File: src/rtl/line_delay_ctrl.sv
// One-line pixel delay controller driving both ports of an external true_dp_bram (A = write, B = read).
// Optional build macro LINE_DELAY_BORDER_REPLICATE_EN: replicate line 0 into m_above instead of zero padding.
module line_delay_ctrl #(
  parameter int unsigned WIDTH    = 8,
  parameter int unsigned LINE_LEN = 1920,
  parameter int unsigned ADDR_W   = 11,
  parameter int unsigned LCNT_W   = 12
) (
  input  logic              clk,
  input  logic              rst_n,
  input  logic              s_valid,
  output logic              s_ready,
  input  logic [WIDTH-1:0]  s_data,
  input  logic              s_sof,
  output logic              m_valid,
  input  logic              m_ready,
  output logic [WIDTH-1:0]  m_cur,
  output logic [WIDTH-1:0]  m_above,
  output logic [ADDR_W-1:0] m_col,
  output logic              m_first,
  output logic [LCNT_W-1:0] line_cnt,
  output logic              bram_we_a,
  output logic [ADDR_W-1:0] bram_addr_a,
  output logic [WIDTH-1:0]  bram_din_a,
  output logic              bram_re_b,
  output logic [ADDR_W-1:0] bram_addr_b,
  input  logic [WIDTH-1:0]  bram_dout_b
);

  localparam logic [ADDR_W-1:0] LAST_COL = ADDR_W'(LINE_LEN - 1);
  localparam logic [LCNT_W-1:0] LCNT_MAX = '1;

  logic [ADDR_W-1:0] col;
  logic              first;

  logic              accept_c;
  logic [ADDR_W-1:0] col_eff_c;
  logic              first_eff_c;
  logic [ADDR_W-1:0] col_nxt_c;
  logic [LCNT_W-1:0] line_cnt_nxt_c;
  logic              first_nxt_c;
  logic [LCNT_W-1:0] lcnt_base_c;

  // Single output stage: a new beat is taken whenever the stage is empty or draining.
  assign s_ready  = !m_valid || m_ready;
  assign accept_c = s_valid && s_ready;

  // Write and read the same column together; the read returns the previous line's pixel.
  assign bram_we_a   = accept_c;
  assign bram_addr_a = col_eff_c;
  assign bram_din_a  = s_data;
  assign bram_re_b   = accept_c;
  assign bram_addr_b = col_eff_c;

  // Column / line bookkeeping; s_sof restarts the frame before wrap handling.
  always_comb begin
    col_eff_c      = s_sof ? '0 : col;
    first_eff_c    = s_sof | first;
    lcnt_base_c    = s_sof ? '0 : line_cnt;
    col_nxt_c      = col_eff_c + ADDR_W'(1);
    line_cnt_nxt_c = lcnt_base_c;
    first_nxt_c    = first_eff_c;
    if (col_eff_c == LAST_COL) begin
      col_nxt_c   = '0;
      first_nxt_c = 1'b0;
      if (lcnt_base_c != LCNT_MAX) begin
        line_cnt_nxt_c = lcnt_base_c + LCNT_W'(1);
      end
    end
  end

  always_ff @(posedge clk or negedge rst_n) begin
    if (!rst_n) begin
      col      <= '0;
      line_cnt <= '0;
      first    <= 1'b1;
    end else if (accept_c) begin
      col      <= col_nxt_c;
      line_cnt <= line_cnt_nxt_c;
      first    <= first_nxt_c;
    end
  end

  // Output pair register.
  always_ff @(posedge clk or negedge rst_n) begin
    if (!rst_n) begin
      m_valid <= 1'b0;
      m_cur   <= '0;
      m_col   <= '0;
      m_first <= 1'b0;
    end else if (accept_c) begin
      m_valid <= 1'b1;
      m_cur   <= s_data;
      m_col   <= col_eff_c;
      m_first <= first_eff_c;
    end else if (m_ready) begin
      m_valid <= 1'b0;
    end
  end

  // BRAM contents are never trusted on line 0 of a frame.
`ifdef LINE_DELAY_BORDER_REPLICATE_EN
  assign m_above = m_first ? m_cur : bram_dout_b;
`else
  assign m_above = m_first ? '0 : bram_dout_b;
`endif

endmodule
File: config.mk
export PLATFORM = sky130hd
export DESIGN_NAME = line_delay_ctrl
export DESIGN_NICKNAME = d
export VERILOG_FILES = /design/src/rtl/line_delay_ctrl.sv
export SDC_FILE = /design/constraint.sdc
export NUM_CORES = 1
export LEC_CHECK = 0
export ABC_AREA = 1
export CAP_MARGIN = 10
export CELL_PAD_IN_SITES_DETAIL_PLACEMENT = 1
export CELL_PAD_IN_SITES_GLOBAL_PLACEMENT = 2
export CORE_ASPECT_RATIO = 1.1
export CORE_MARGIN = 3
export CORE_UTILIZATION = 21
export CTS_CLUSTER_SIZE = 10
export DETAILED_ROUTE_END_ITERATION = 8
export GPL_TIMING_DRIVEN = 0
export PLACE_DENSITY = 0.83
export REMOVE_ABC_BUFFERS = 1
export SLEW_MARGIN = 20
export SYNTH_ARGS = -nofsm -noshare
export SYNTH_HDL_FRONTEND = slang
export SYNTH_SLANG_ARGS = --single-unit
export TNS_END_PERCENT = 100
File: constraint.sdc
create_clock -name clk -period 1.8 [get_ports clk]
set_clock_uncertainty 0.1 [all_clocks]
set_input_delay 0.18 -clock clk [delete_from_list [all_inputs] [get_ports clk]]
set_output_delay 0.18 -clock clk [all_outputs]
set_load 0.05 [all_outputs]
======== Word-level counts from Yosys, hierarchy flattened ========
Index checks and enable logic that the tools add are counted.
storage, ports and cells
  register bits after elaboration ......... 45
  output and inout port bits .............. 74
  logic and storage cells ................. 25
operators by class
  add/sub/neg operators ................... 2
  equality and inequality tests ........... 2
  multiplexer cells ....................... 9
  bitwise logic cells ..................... 1
  reductions and logical operators ........ 4
operator list
  operator                                        number
  two-way mux 12 bit                              3
  two-way mux 11 bit                              2
  adder 12 x 1 -> 12 bit (second input constant)  1
  inequality test 12 bit (second input constant)  1
  adder 11 x 1 -> 11 bit (second input constant)  1
  == test 11 bit (second input constant)          1
  two-way mux 8 bit                               1
  two-way mux 1 bit                               3
  nonzero test 2 bit                              1
  logical AND 1 bit                               1
  logical NOT 1 bit                               1
  logical OR 1 bit                                1
  OR 1 bit                                        1

======== Longest topological paths before layout ========
  depth in word-level cells ............... 4
  gate-level depth with buffers ........... 15

======== Worst setup path after synthesis ========
Ideal clock, no wire load.
  path type ............................... register to register
  from .................................... register col[1]
  to ...................................... register line_cnt[7]
  library setup time ...................... 0.065 ns
  arrival time ............................ 2.386 ns
  slack ................................... -0.751 ns
  cell stages (with the launch flop) ...... 12
  period minus slack after synthesis ...... 2.551 ns
  cell sequence ........................... dfrtp_1 > inv_1 > nor2_1 > ha_1 > nand3_2 > nor2_4 > nand3_2 > nor2_8 > nand2_2 > nor2_2 > nand3_1 > nand2_1
on the way
  word-level cells in the longest chain between the ends .. 3
ends and longest elaborated chain
  item                      RTL line  RTL
  start: declaration        33        logic [ADDR_W-1:0] col;
  start signal: assignment  78        col <= col_nxt_c;
  two-way mux 11 bit        57        col_eff_c = s_sof ? '0 : col;
  via bram_addr_a[1]        23        output logic [ADDR_W-1:0] bram_addr_a,
  == test 11 bit            63        if (col_eff_c == LAST_COL) begin
  two-way mux 12 bit        63
  end signal: assignment    79        line_cnt <= line_cnt_nxt_c;
  end: declaration          21        output logic [LCNT_W-1:0] line_cnt,
The timed path passes the listed nets, and every way through them passes these cells.
A chain may end at the register's enable or synchronous reset.

======== Worst setup path after layout ========
  from .................................... register col[1]
  to ...................................... register line_cnt[10]
on the way
  word-level cells in the longest chain between the ends .. 3
ends and longest elaborated chain
  item                RTL line
  two-way mux 11 bit  57
  == test 11 bit      63
  two-way mux 12 bit  63
No other way between the ends.

==> results.py <==
metrics = {
    "outcome": {
        "outcome": "finished with violations",
        "violations": "negative setup slack",
    },
    "drt": {
        "wirelength_um": 8938,
        "drtAntennaViolNets": 0,
        "num_vias": 2777,
        "first_pass_iters": 4,
        "drc_errors": 0,
        "drt-vias-per-instance": 4.326,
        "drtIter0Drc": 80,
        "post_drt_wl_per_cell_um": 13.92,
    },
    "placement": {
        "place_hpwl_um": 6265,
        "dp_cells": 615,
        "io_buffers": 94,
        "gp_congestion": 0.7731,
    },
    "yosys": {
        "async_flop_share": 1.000,
        "synthFlopType": "dfrtp_1",
        "synthCells": 395,
        "synth_enable_flop_cells": 0,
        "ys_seq_area_frac": 0.4133,
        "syn_area_mm2": 0.002728,
        "ys_types": 28,
        "syn_avg_cell_area_um2": 6.905,
        "synth_seq_cells": 45,
        "ys_warn_count": 0,
    },
    "timing": {
        "timing.final.ws_setup_ps": -72.66,
        "setup_viol": 5,
        "layout_min_cycle_time_ps": 1873,
        "tightest_slew_ps": 630.1,
        "min_period_over_period": 1.040,
        "maxSlewHeadroom": 0.5800,
        "fmax_mhz": 534.0,
        "grt_setup_unrepaired": "yes",
        "hold_slack_ps": 323.0,
        "maxSlewViolCount": 0,
        "hold_viol_final": 0,
    },
    "critical_path": {
        "r2r_slack_ps": -70,
        "cp.arrival_ps": 1950,
        "worstSetupPathType": "register to register",
        "crit_fanout": 6,
        "cp.required_ps": 1880,
        "crit_path_start_kind": "register",
        "critPathCaptureType": "register",
    },
    "power": {
        "vdd_ir_drop_max_mv": 0.3664,
        "p_leak_nw": 2.039,
        "pwr_density_cell_mw_per_mm2": 656.1,
        "power.total_w": 0.002703,
    },
    "final_layout": {
        "layout_common_cells": "nand2_1, clkdlybuf4s50_1, dfrtp_1, inv_1, nor2_1",
        "final_common_cell": "nand2_1",
        "antenna_cells": 0,
        "fin_cells": 642,
        "drive_above_1_share": 0.1918,
        "area_delta_synth_final_pct": 51.01,
        "fin_nets": 507,
    },
    "floorplanning": {
        "io_pins": 95,
        "die_x_um": 114.7,
        "dieArea_mm2": 0.01439,
        "coreArea_mm2": 0.01264,
        "start_util": 0.2157,
        "die_h_um": 125.5,
        "fp-row-count": 43,
    },
    "clock_tree": {
        "cts_buffer_depth": 2,
        "cts_root_buf": "clkbuf_16",
        "cts_tree": "done",
        "cts-buffers-inserted": 5,
        "cts.sinks": 45,
        "cts_max_level": 2,
        "clock_latency_ps": 290,
        "clk_pin_slew_ps": 70,
    },
    "global_route": {
        "antenna_found_initial": 0,
        "grt_pass1_vias": 3057,
        "grt_usage": 0.1267,
        "grt_overflow": 0,
        "grt_pass1_wl_um": 14800,
        "grt_start_max_net_pins": 46,
    },
    "worst_hold_path": {
        "hp-class": "primary input to register",
    },
    "run": {
        "cap_violations": 0,
    },
}
[per-stage QoR]
step | setup TNS (ps) | setup slack, ps | instance area (µm²) | utilization
5_1_grt | -1758 | -175.7 | 4119 | 0.3258
3_5_place_dp | -58900 | -1638 | 3684 | 0.2913
2_1_floorplan | -70770 | -2049 | 2519 | -
3_3_place_gp | -147440 | -2734 | 3656 | 0.2892
6_report | -270.6 | -72.66 | 4119 | 0.3258
4_1_cts | -1108 | -166.0 | 4049 | 0.3202
[cell type report]
cell class / count / area (µm²)
clock inverter: 1 / 5.005
multi-input combinational: 269 / 1381
tap: 157 / 196.4
timing repair buffer: 114 / 1066
clock buffer: 7 / 132.6
fill: 1522 / 8524
sequential: 45 / 1127
inverter: 49 / 210.2
[critical path, cell delays in order, from the launching register on]
cell	delay, ps
dfrtp_1	380
inv_1	90
nor2_4	160
ha_4	170
nand3_4	80
nor2_4	130
nand3_4	120
nor2_8	200
buf_12	140
nand3_1	60
nand3_1	80
nand2_1	50
[registers in the layout, summed over array words and instances (netlist names)]
name	cells
col	11
first	1
line_cnt	12
m_col	11
m_cur	8
m_first	1
m_valid	1
[cells in the mapped netlist (3+ instances only)]
cell	number	area (µm²)
nor2_1	44	165.2
nand4_1	6	37.54
dfrtp_1	44	1101
xor2_1	5	43.79
buf_2	5	25.02
buf_4	20	150.1
nand3_1	34	170.2
o21ai_0	18	90.09
inv_1	46	172.7
clkbuf_1	6	22.52
inv_2	3	11.26
nand2_1	141	529.3
[layer usage]
metal	track usage	up-vias	part of all wire
met5	0	-	0
met4	0.04263	0	0.013
met3	0.02711	8	0.050
met2	0.2254	66	0.51
met1	0.1487	1323	0.43
li1	-	1380	-
[path summary, 6_finish.rpt]
path / from / end / cells past startpoint
worst max register to register: col[1] / line_cnt[10] / 11
min in group asynchronous: rst_n / m_cur[4] / 2
worst min register to register: m_cur[3] / m_cur[3] / 2
worst max-delay path: col[1] / line_cnt[10] / 11
worst min-delay path: s_sof / m_first / 3
max in group asynchronous: rst_n / line_cnt[10] / 2
[where the power goes]
group | switching (W) | internal (W)
Sequential | 0.0000344 | 0.00106
Clock | 0.000399 | 0.000514
Combinational | 0.000463 | 0.000229
[what timing repair did]
item / CTS / global route
setup buffers: 12 / 6
endpoints found under the hold margin: 44 / 0
pin swaps: 17 / 20
hold buffers: 1 / 0
setup endpoints to repair: 86 / 45
resized for setup: 127 / 40
[kinds of logic (layout without fill, tap and decap cells)]
| logic type | after synthesis | after routing | share of synthesized area |
|---|---|---|---|
| flip-flops | 45 | 45 | 0.4133 |
| buffers and inverters | 81 | 171 | 0.1440 |
| AND/OR/NAND/NOR | 237 | 237 | 0.3693 |
| adder cells (fa/ha/maj) | 2 | 2 | 0.009173 |
| XOR/XNOR | 5 | 5 | 0.01605 |
| AO/OA/AOI/OAI | 25 | 25 | 0.04817 |
No activity file was read; power rests on OpenSTA's default activity.
